### config.mk
export PLATFORM = sky130hd
export DESIGN_NAME = fb_access_ctrl
export DESIGN_NICKNAME = d
export VERILOG_FILES = /design/src/rtl/fb_pkg.sv /design/src/rtl/fb_clear_engine.sv /design/src/rtl/fb_access_ctrl.sv
export SDC_FILE = /design/constraint.sdc
export NUM_CORES = 1
export LEC_CHECK = 0
export CAP_MARGIN = 30
export CORE_ASPECT_RATIO = 1.5
export CORE_MARGIN = 2
export CORE_UTILIZATION = 39
export CTS_CLUSTER_SIZE = 25
export DETAILED_ROUTE_END_ITERATION = 8
export PLACE_DENSITY = 0.9
export REMOVE_ABC_BUFFERS = 1
export SLEW_MARGIN = 20
export SYNTH_ARGS = -nofsm -noshare
export SYNTH_HDL_FRONTEND = slang
export SYNTH_SLANG_ARGS = --single-unit
### constraint.sdc
create_clock -name clk -period 3.8 [get_ports clk]
set_input_delay 0.76 -clock clk [delete_from_list [all_inputs] [get_ports clk]]
set_output_delay 0.76 -clock clk [all_outputs]
set_load 0.02 [all_outputs]
### src/rtl/fb_pkg.sv
// ============================================================================
// Module      : fb_pkg
// Description : Shared types, sizes and address helper for the frame buffer.
// Revision    : 1.0  initial release
// ============================================================================
`default_nettype none

package fb_pkg;

    localparam int H_PIX     = 160;
    localparam int V_PIX     = 120;
    localparam int FB_DEPTH  = 19200;
    localparam int FB_ADDR_W = 15;
    localparam int PIX_W     = 12;

    typedef logic [11:0] pixel_t;
    typedef logic [14:0] fb_addr_t;

    typedef enum logic [0:0] {
        ST_IDLE  = 1'b0,
        ST_CLEAR = 1'b1
    } fb_state_t;

    localparam fb_addr_t FB_LAST_ADDR = fb_addr_t'(FB_DEPTH - 1);

    // y*160 + x built from shifts so no multiplier is needed.
    function automatic fb_addr_t fb_xy_to_addr(input logic [7:0] x, input logic [6:0] y);
        fb_addr_t y15;
        fb_addr_t x15;
        y15 = fb_addr_t'(y);
        x15 = fb_addr_t'(x);
        return (y15 << 7) + (y15 << 5) + x15;
    endfunction

endpackage

`default_nettype wire

### src/rtl/fb_clear_engine.sv
// ============================================================================
// Module      : fb_clear_engine
// Description : Full-screen clear sequencer: address counter, latched fill
//               colour and busy/done flags.
// Revision    : 1.0  initial release
// ============================================================================
`default_nettype none

module fb_clear_engine
    import fb_pkg::*;
(
    input  logic             clk,
    input  logic             reset,
    input  logic             start_i,
    input  logic [PIX_W-1:0] color_i,
    input  logic             wr_i,
    output logic             busy_o,
    output logic             done_o,
    output logic [14:0]      addr_o,
    output logic [PIX_W-1:0] color_o,
    output logic             last_o
);

    fb_addr_t cnt_q,   cnt_d;
    pixel_t   color_q, color_d;
    logic     busy_q,  busy_d;
    logic     done_q,  done_d;

    assign last_o  = busy_q && wr_i && (cnt_q == FB_LAST_ADDR);
    assign busy_o  = busy_q;
    assign done_o  = done_q;
    assign addr_o  = cnt_q;
    assign color_o = color_q;

    always_comb begin
        cnt_d   = cnt_q;
        color_d = color_q;
        busy_d  = busy_q;
        done_d  = 1'b0;
        if (start_i && !busy_q) begin
            cnt_d   = '0;
            color_d = color_i;
            busy_d  = 1'b1;
        end else if (busy_q && wr_i) begin
            if (cnt_q == FB_LAST_ADDR) begin
                cnt_d  = '0;
                busy_d = 1'b0;
                done_d = 1'b1;
            end else begin
                cnt_d = cnt_q + 15'd1;
            end
        end
    end

    always_ff @(posedge clk) begin
        if (reset) begin
            cnt_q   <= '0;
            color_q <= '0;
            busy_q  <= 1'b0;
            done_q  <= 1'b0;
        end else begin
            cnt_q   <= cnt_d;
            color_q <= color_d;
            busy_q  <= busy_d;
            done_q  <= done_d;
        end
    end

endmodule

`default_nettype wire

### src/rtl/fb_access_ctrl.sv
// ============================================================================
// Module      : fb_access_ctrl
// Description : Single-port frame buffer arbiter: display read > clear write
//               > draw write. Clear engine built only when FB_CLEAR_EN is set.
// Revision    : 1.0  initial release
// ============================================================================
`default_nettype none

module fb_access_ctrl #(
    parameter int H_PIX = 160,
    parameter int V_PIX = 120,
    parameter int PIX_W = 12
) (
    input  logic             clk,
    input  logic             reset,
    input  logic             disp_req,
    input  logic [14:0]      disp_addr,
    output logic             disp_valid,
    output logic [PIX_W-1:0] disp_data,
    input  logic             draw_req,
    input  logic [7:0]       draw_x,
    input  logic [6:0]       draw_y,
    input  logic [PIX_W-1:0] draw_color,
    output logic             draw_ack,
    input  logic             clr_start,
    input  logic [PIX_W-1:0] clr_color,
    output logic             clr_busy,
    output logic             clr_done,
    output logic             ram_we,
    output logic [14:0]      ram_a,
    output logic [PIX_W-1:0] ram_wd,
    input  logic [PIX_W-1:0] ram_rd
);

    import fb_pkg::*;

    localparam logic [7:0] X_LIM = 8'(H_PIX);
    localparam logic [6:0] Y_LIM = 7'(V_PIX);

    fb_state_t        state_q, state_d;
    logic             ram_we_q, ram_we_d;
    logic [14:0]      ram_a_q,  ram_a_d;
    logic [PIX_W-1:0] ram_wd_q, ram_wd_d;
    logic             rd_p1_q;
    logic             disp_valid_q;

    logic             w_clr_req;
    logic             w_clr_go;
    logic             w_clr_wr;
    logic             w_clr_last;
    logic [14:0]      w_clr_addr;
    logic [PIX_W-1:0] w_clr_color;
    logic             w_clr_busy;
    logic             w_clr_done;

    logic [14:0]      w_draw_addr;
    logic             w_draw_in;

    assign w_draw_addr = fb_xy_to_addr(draw_x, draw_y);
    assign w_draw_in   = (draw_x < X_LIM) && (draw_y < Y_LIM);

`ifdef FB_CLEAR_EN
    assign w_clr_req = clr_start;

    fb_clear_engine u_clear (
        .clk     (clk),
        .reset   (reset),
        .start_i (w_clr_go),
        .color_i (clr_color),
        .wr_i    (w_clr_wr),
        .busy_o  (w_clr_busy),
        .done_o  (w_clr_done),
        .addr_o  (w_clr_addr),
        .color_o (w_clr_color),
        .last_o  (w_clr_last)
    );
`else
    logic unused_clr;

    assign w_clr_req   = 1'b0;
    assign w_clr_busy  = 1'b0;
    assign w_clr_done  = 1'b0;
    assign w_clr_addr  = '0;
    assign w_clr_color = '0;
    assign w_clr_last  = 1'b0;
    assign unused_clr  = ^{clr_start, clr_color, w_clr_go, w_clr_wr};
`endif

    always_comb begin
        state_d  = state_q;
        ram_we_d = 1'b0;
        ram_a_d  = ram_a_q;
        ram_wd_d = ram_wd_q;
        draw_ack = 1'b0;
        w_clr_go = 1'b0;
        w_clr_wr = 1'b0;
        if (disp_req) begin
            ram_a_d = disp_addr;
        end else begin
            case (state_q)
                ST_IDLE: begin
                    if (w_clr_req) begin
                        w_clr_go = 1'b1;
                        state_d  = ST_CLEAR;
                    end else if (draw_req) begin
                        // Out-of-range pixels are acknowledged but never written.
                        draw_ack = 1'b1;
                        if (w_draw_in) begin
                            ram_we_d = 1'b1;
                            ram_a_d  = w_draw_addr;
                            ram_wd_d = draw_color;
                        end
                    end
                end
                ST_CLEAR: begin
                    w_clr_wr = 1'b1;
                    ram_we_d = 1'b1;
                    ram_a_d  = w_clr_addr;
                    ram_wd_d = w_clr_color;
                    if (w_clr_last) begin
                        state_d = ST_IDLE;
                    end
                end
                default: state_d = ST_IDLE;
            endcase
        end
    end

    always_ff @(posedge clk) begin
        if (reset) begin
            state_q      <= ST_IDLE;
            ram_we_q     <= 1'b0;
            ram_a_q      <= '0;
            ram_wd_q     <= '0;
            rd_p1_q      <= 1'b0;
            disp_valid_q <= 1'b0;
        end else begin
            state_q      <= state_d;
            ram_we_q     <= ram_we_d;
            ram_a_q      <= ram_a_d;
            ram_wd_q     <= ram_wd_d;
            rd_p1_q      <= disp_req;
            disp_valid_q <= rd_p1_q;
        end
    end

    assign ram_we     = ram_we_q;
    assign ram_a      = ram_a_q;
    assign ram_wd     = ram_wd_q;
    assign disp_valid = disp_valid_q;
    // RAM output is already registered, so read data is forwarded directly.
    assign disp_data  = disp_valid_q ? ram_rd : '0;
    assign clr_busy   = w_clr_busy;
    assign clr_done   = w_clr_done;

endmodule

`default_nettype wire
Yosys cells after proc, flatten, opt, wreduce, memory -nomap -nowiden
Cells that the tools add are included.
Storage, ports and cells
  bits in registers: 31
  input bits: 71
  logic and storage cells: 35
Operators by class
  $add $sub $neg: 2
  order comparisons: 2
  equality and inequality tests: 4
  muxes and demuxes: 15
  bitwise operators: 2
  reductions and logical operators: 4
Operators with widths (count)
  $mux W15: 3
  $mux W12: 3
  $pmux W15 S2: 1
  $pmux W12 S2: 1
  $add A14 B12 Y15: 1
  $add A15 B8 Y15: 1
  $lt A8 B8 Y1 const B: 1
  $lt A7 B7 Y1 const B: 1
  $ne A3 B3 Y1 const B: 2
  $mux W1: 5
  $ne A2 B2 Y1 const B: 2
  $pmux W1 S2: 2
  $reduce_and A3 Y1: 1
  $not A1 Y1: 2
  $reduce_and A2 Y1: 1
  $reduce_or A2 Y1: 1
  $logic_and A1 B1 Y1: 1

Longest topological paths before layout
Gate-level depths: netlist of run 1.
  depth after elaboration: 6
  gate-level depth with buffers: 9
  depth with buffers taken out: 9

Least setup slack after synthesis of run 1
Ideal clock, no wire load.
  path type: input to register
  start: input draw_x[7]
  end: register ram_a_q[12] (netlist: ram_a[12])
  library setup time: 0.120 ns
  arrival time: 2.616 ns
  required time: 3.680 ns
  slack: 1.065 ns
  stages: 9
  cells stage by stage: inv_1 -> fa_1 -> inv_1 -> fa_1 -> a21oi_1 -> o21ai_1 -> a21oi_1 -> xnor2_1 -> a211o_1
Between the ends
  cells in the longest elaborated chain, start to end: 5
Ends and longest elaborated chain
  from (decl): RTL line fb_access_ctrl.sv:21  | input logic [7:0] draw_x,
  $add A15 B8 Y15: RTL line fb_pkg.sv:32  | return (y15 << 7) + (y15 << 5) + x15;
  $mux W15: RTL line fb_access_ctrl.sv:108  | if (w_draw_in) begin
  $mux W15: RTL line fb_access_ctrl.sv:105  | end else if (draw_req) begin
  $pmux W15 S2: RTL line fb_access_ctrl.sv:100  | case (state_q)
  $mux W15: RTL line fb_access_ctrl.sv:97  | if (disp_req) begin
  to (signal assigned): RTL line fb_access_ctrl.sv:140  | ram_a_q <= ram_a_d;
  to (decl): RTL line fb_access_ctrl.sv:42  | logic [14:0] ram_a_q, ram_a_d;
Parallel ways exist; a longest one is shown, timed or not. The select of a mux whose other input is x is not followed.
A chain may end at the register's enable or synchronous reset.

Worst setup path after layout of run 1
Same ends and word-level chain as after synthesis.

==> results.sh, run 1 <==
export IMPL_outcome="finished, violations left"
export IMPL_violations="design-rule violations"
export IMPL_die_area_um2=5040
export IMPL_final_cells=334
export IMPL_antenna_found_initial=0
export IMPL_first_pass_iters=6
export IMPL_setup_viol=0
export IMPL_nNetsFinal=373
export IMPL_cts_hold_buf=0
export IMPL_track_usage=0.177
export IMPL_whs_ns=0.450
export IMPL_synth_area_um2=1750
export IMPL_crit_type="in -> reg"
export IMPL_synth_distinct_cells=41
export IMPL_fin_setup_tns_ns=0
export IMPL_final_cell_mix="clkdlybuf4s50_1, dfxtp_1, mux2i_1, nor2_1"
export IMPL_grt_pass1_vias=1634
export IMPL_dp_cells=326
export IMPL_synth_ff_type="dfxtp_1"
export IMPL_end_kind="flip-flop"
export IMPL_grt_pass1_wl_um=6920
export IMPL_p_per_area_nw_per_um2=324
export IMPL_core_um2=4280
export IMPL_post_cts_buffers=0
export IMPL_hold_viol=0
export IMPL_ys_ff_latch=30
export IMPL_synthArstFlopShare=0
export IMPL_worstSetupStartpointType="input port"
export IMPL_final_layout_size_suffix_gt1_frac=0.0729
export IMPL_cp_max_fo=2
export IMPL_synthCells=189
export IMPL_clock_sinks=30
export IMPL_ctsLongestPathBuffers=2
export IMPL_synth_edff_count=0
export IMPL_yosysWarnings=0
export IMPL_cts_htree_levels=2
export IMPL_place_congestion=0.733
export IMPL_num_io_pins=115
export IMPL_drt_iter0_drc=35
export IMPL_clock_latency_ns=0.28
export IMPL_port_buffers=99
export IMPL_root_buffer="clkbuf_8"
export IMPL_crit_arrival_ns=3.32
export IMPL_max_vdd_ir_drop_uv=326
export IMPL_cts_buffers_inserted=5
export IMPL_avgSynthCellArea_um2=9.25
export IMPL_finalMaxSlewViolations=0
export IMPL_slew_headroom=0.459
export IMPL_ys_seq_area_frac=0.344
export IMPL_grt_overflow=0
export IMPL_route_detailed_drc=1
export IMPL_clock_skew_ns=0.000248
export IMPL_grt_max_degree=31
export IMPL_fin_crit_sh=0.827
export IMPL_nFillCells=348
export IMPL_crit_required_ns=3.97
export IMPL_hold_class="reg -> reg"
export IMPL_fmax_mhz=318
export IMPL_syn2layout_area_growth_pct=64.0
export IMPL_rsz0062_at_grt="no"
export IMPL_die_w_um=58.7
export IMPL_die_h_um=86.0
export IMPL_drt_wl_total_um=4410
export IMPL_layout_commonest_cell="clkdlybuf4s50_1"
export IMPL_final_util=0.669
export IMPL_max_cap_violations=0
export IMPL_cts_resized=0
export IMPL_clk_pin_slew_ns=0.07
export IMPL_ant_nets=0
export IMPL_dp_hpwl_um=3490
export IMPL_start_util=0.408
export IMPL_antennaDiodeCount=0
export IMPL_wl_per_cell_um=13.2
export IMPL_min_period_ns=3.14
export IMPL_vias=1666
export IMPL_tightest_slew_ns=0.809
export IMPL_cts_tree="built"
export IMPL_num_rows=29
export IMPL_post_drt_via_cell_ratio=4.99
export IMPL_power_leakage_nw=1.27
metal layers:
layer | vias to the layer above | share of wire | global-route usage
met5 | - | 0 | 0
met1 | 770 | 0.37 | 0.179
met4 | 0 | 0.024 | 0.0785
met2 | 52 | 0.54 | 0.323
li1 | 836 | - | -
met3 | 8 | 0.065 | 0.0528
synth_stat cells, types with 2 or more instances:
cell type	count	share of area
dfxtp_1	30	0.34
mux2i_1	22	0.13
nor2_1	17	0.037
ha_1	13	0.093
nand2_1	13	0.028
and2_1	12	0.043
nor2b_1	11	0.039
inv_1	8	0.017
o21ai_0	6	0.017
a21oi_1	5	0.014
clkbuf_1	5	0.011
o21ai_1	5	0.014
buf_4	4	0.017
a211o_1	3	0.015
xnor2_1	3	0.015
a211oi_2	2	0.014
a31oi_1	2	0.0072
fa_1	2	0.023
nand3b_1	2	0.0086
nor3_1	2	0.0057
nor4bb_1	2	0.011
registers in the layout (all words and copies together) (netlist names):
| signal | cells |
|---|---|
| ram_a | 15 |
| ram_wd | 12 |
| disp_valid | 1 |
| rd_p1_q | 1 |
| ram_we | 1 |
where the power goes:
| group | leakage [nW] | total (mW) | internal [mW] | switching [mW] |
|---|---|---|---|---|
| Clock | 0.0579 | 0.315 | 0.193 | 0.122 |
| Sequential | 0.247 | 0.342 | 0.333 | 0.00917 |
| Combinational | 0.962 | 0.272 | 0.149 | 0.123 |
worst max-delay path: stages:
cell             delay, ns
clkdlybuf4s50_1       0.50
inv_1                 0.07
fa_1                  0.53
inv_1                 0.07
fa_1                  0.45
a21oi_1               0.22
o21ai_1               0.13
a21oi_1               0.19
xnor2_1               0.09
a211o_1               0.29
kinds of logic after synthesis:
logic type / after synthesis / synth area share
AND/OR/NAND/NOR: 68 / 0.221
AO/OA/AOI/OAI: 30 / 0.121
flip-flops: 30 / 0.344
multiplexers: 22 / 0.126
buffers and inverters: 19 / 0.0501
adder cells (fa/ha/maj): 15 / 0.116
XOR/XNOR: 4 / 0.0200
other: 1 / 0.00215
path summary, 6_finish.rpt:
check                                from    endpoint  slack, ns  cells after the start
worst min register to register    rd_p1_q  disp_valid       0.45                      1
worst max-delay path            draw_x[7]   ram_a[12]       0.66                     10
worst max register to register  ram_a[10]   ram_a[10]       2.97                      2
worst min-delay path              rd_p1_q  disp_valid       0.45                      1
final cells by class:
| class | instances | area (um^2) | share of cell area |
|---|---|---|---|
| sequential | 30 | 601 | 0.210 |
| clock buffer | 5 | 68.8 | 0.0240 |
| multi-input combinational | 141 | 1060 | 0.371 |
| timing repair buffer | 101 | 1010 | 0.351 |
| tap | 46 | 57.6 | 0.0201 |
| inverter | 8 | 30.0 | 0.0105 |
| clock inverter | 3 | 40.0 | 0.0140 |
metrics by stage:
| stage | setup WS (ns) | instance area [um^2] | power (mW) |
|---|---|---|---|
| floorplan | 1.06 | 1690 | 0.486 |
| global placement | 0.430 | 2760 | 0.618 |
| detailed placement | 0.365 | 2760 | 0.623 |
| CTS | 0.661 | 2870 | 0.939 |
| global route | 0.527 | 2870 | 0.968 |
| finish | 0.656 | 2870 | 0.929 |
No activity file was read; power rests on OpenSTA's default activity.
==> run 2: changes to the inputs <==
- CORE_UTILIZATION: 39 -> 36
- PLACE_DENSITY: 0.9 -> 0.84
- clock period: 3.8 -> 3.3 ns (I/O delays scaled with it)
==> results.sh, run 2 (synthesis results as in run 1) <==
export IMPL_max_vdd_ir_drop_uv=358
export IMPL_min_period_ns=3.00
export IMPL_antenna_found_initial=0
export IMPL_cts_buffers_inserted=5
export IMPL_path_cells="clkdlybuf4s50_1 > inv_1 > fa_1 > inv_1 > fa_1 > a21oi_1 > o21ai_1 > a21oi_1 > xnor2_1 > a211o_1"
export IMPL_die_h_um=89.3
export IMPL_clock_sinks=30
export IMPL_num_rows=31
export IMPL_critical_path_top_delay_family="adder cells"
export IMPL_drt_iter0_drc=26
export IMPL_power_leakage_nw=1.27
export IMPL_hold_start="rd_p1_q"
export IMPL_crit_path_max_incr_delay_ns=0.53
export IMPL_grt_max_degree=31
export IMPL_grt_overflow=0
export IMPL_post_drt_via_cell_ratio=4.74
export IMPL_nNetsFinal=374
export IMPL_wl_per_cell_um=12.0
export IMPL_post_cts_buffers=0
export IMPL_tightest_slew_ns=0.591
export IMPL_hold_viol=0
export IMPL_rrSetupSlack_ns=2.49
export IMPL_grt_pass1_vias=1510
export IMPL_setup_ws_ns=0.300
export IMPL_start_util=0.366
export IMPL_finalInstanceArea_um2=2900
export IMPL_port_buffers=99
export IMPL_final_cell_mix="clkdlybuf4s50_1, dfxtp_1, mux2i_1, nor2_1"
export IMPL_num_io_pins=115
export IMPL_crit_slowest_cell="fa_1"
export IMPL_hold_end="disp_valid"
export IMPL_hold_depth=1
export IMPL_timing_rr_start="ram_a[10]"
export IMPL_pre_cts_slack_ns=0.00290
export IMPL_vias=1679
export IMPL_clock_skew_ns=0.000135
export IMPL_reg2reg_to="ram_a[10]"
export IMPL_layout_commonest_cell="clkdlybuf4s50_1"
export IMPL_drt_wl_total_um=4260
export IMPL_slew_headroom=0.605
export IMPL_worst_path_buf_inv=3
export IMPL_place_congestion=0.752
export IMPL_hold_class="reg -> reg"
export IMPL_finalMaxSlewViolations=0
export IMPL_crit_type="in -> reg"
export IMPL_cts_tree="built"
export IMPL_core_um2=4770
export IMPL_worstRegToRegCells=2
export IMPL_final_layout_size_suffix_gt1_frac=0.0729
export IMPL_ant_nets=0
export IMPL_first_pass_iters=3
export IMPL_route_detailed_drc=0
export IMPL_seqCellArea_um2=601
export IMPL_cp_max_fo=2
export IMPL_clk_pin_slew_ns=0.06
export IMPL_end_kind="flip-flop"
export IMPL_ctsLongestPathBuffers=2
export IMPL_antennaDiodeCount=0
export IMPL_max_cap_violations=0
export IMPL_track_usage=0.154
export IMPL_fin_crit_sh=0.909
export IMPL_cts_hold_buf=0
export IMPL_fin_setup_tns_ns=0
export IMPL_crit_required_ns=3.46
export IMPL_clock_latency_ns=0.27
export IMPL_cts_htree_levels=2
export IMPL_power_mw=1.08
export IMPL_worstSetupStartpointType="input port"
export IMPL_fmax_mhz=333
export IMPL_root_buffer="clkbuf_8"
export IMPL_setup_viol=0
export IMPL_whs_ns=0.437
export IMPL_largest_reg_flops=15
export IMPL_nFillCells=450
export IMPL_multi_input_area_um2=1060
export IMPL_syn2layout_area_growth_pct=66.1
export IMPL_grt_pass1_wl_um=6380
export IMPL_die_w_um=60.9
export IMPL_cts_resized=0
export IMPL_crit_arrival_ns=3.16
export IMPL_placed_area_um2=2790
export IMPL_rsz0062_at_grt="no"
export IMPL_die_area_um2=5440
export IMPL_dp_hpwl_um=3310
export IMPL_outcome="complete, no violations"
export IMPL_p_per_area_nw_per_um2=372
[run 2: cell count changes in the layout (fill, tap and decap cells not counted), sizes merged]
cell	previous run	this run
clkbuf	5	6
buf	2	3
clkinv	2	0
[run 2: per-layer routing]
layer	track usage	share of wire
met1	0.163	0.39
met2	0.280	0.52
met3	0.0521	0.083
met4	0.0534	0.0054
met5	0	0
[run 2: worst max-delay path by stage]
stage	endpoint	depth (start not counted)	start	slack, ns
finish	ram_a[12]	10	draw_x[7]	0.30
global route	ram_a[12]	10	draw_x[7]	0.15
CTS	ram_a[12]	10	draw_x[7]	0.29
detailed placement	ram_a[12]	10	draw_x[7]	0.003
global placement	ram_a[12]	10	draw_x[7]	0.02
floorplan	ram_a[12]	9	draw_x[7]	0.66
[run 2: cell type report]
cell class,count,share of cell area
clock buffer,6,0.0284
multi-input combinational,141,0.366
inverter,8,0.0103
tap,66,0.0284
sequential,30,0.207
clock inverter,1,0.0103
timing repair buffer,102,0.349
[run 2: report_power, final]
group | internal, mW | switching [mW]
logic | 0.172 | 0.143
clock network | 0.241 | 0.131
registers | 0.384 | 0.0106
[run 2: through the flow]
step	cells	utilization
2_1_floorplan	179	-
3_3_place_gp	347	0.585
3_5_place_dp	347	0.585
4_1_cts	354	0.608
5_1_grt	354	0.608
6_report	354	0.608
==> run 3: changes to the inputs <==
- CTS_CLUSTER_SIZE: 25 -> not set
==> results of run 3 <==
Same layout as run 2: the final DEF is identical, and so are final timing and power.
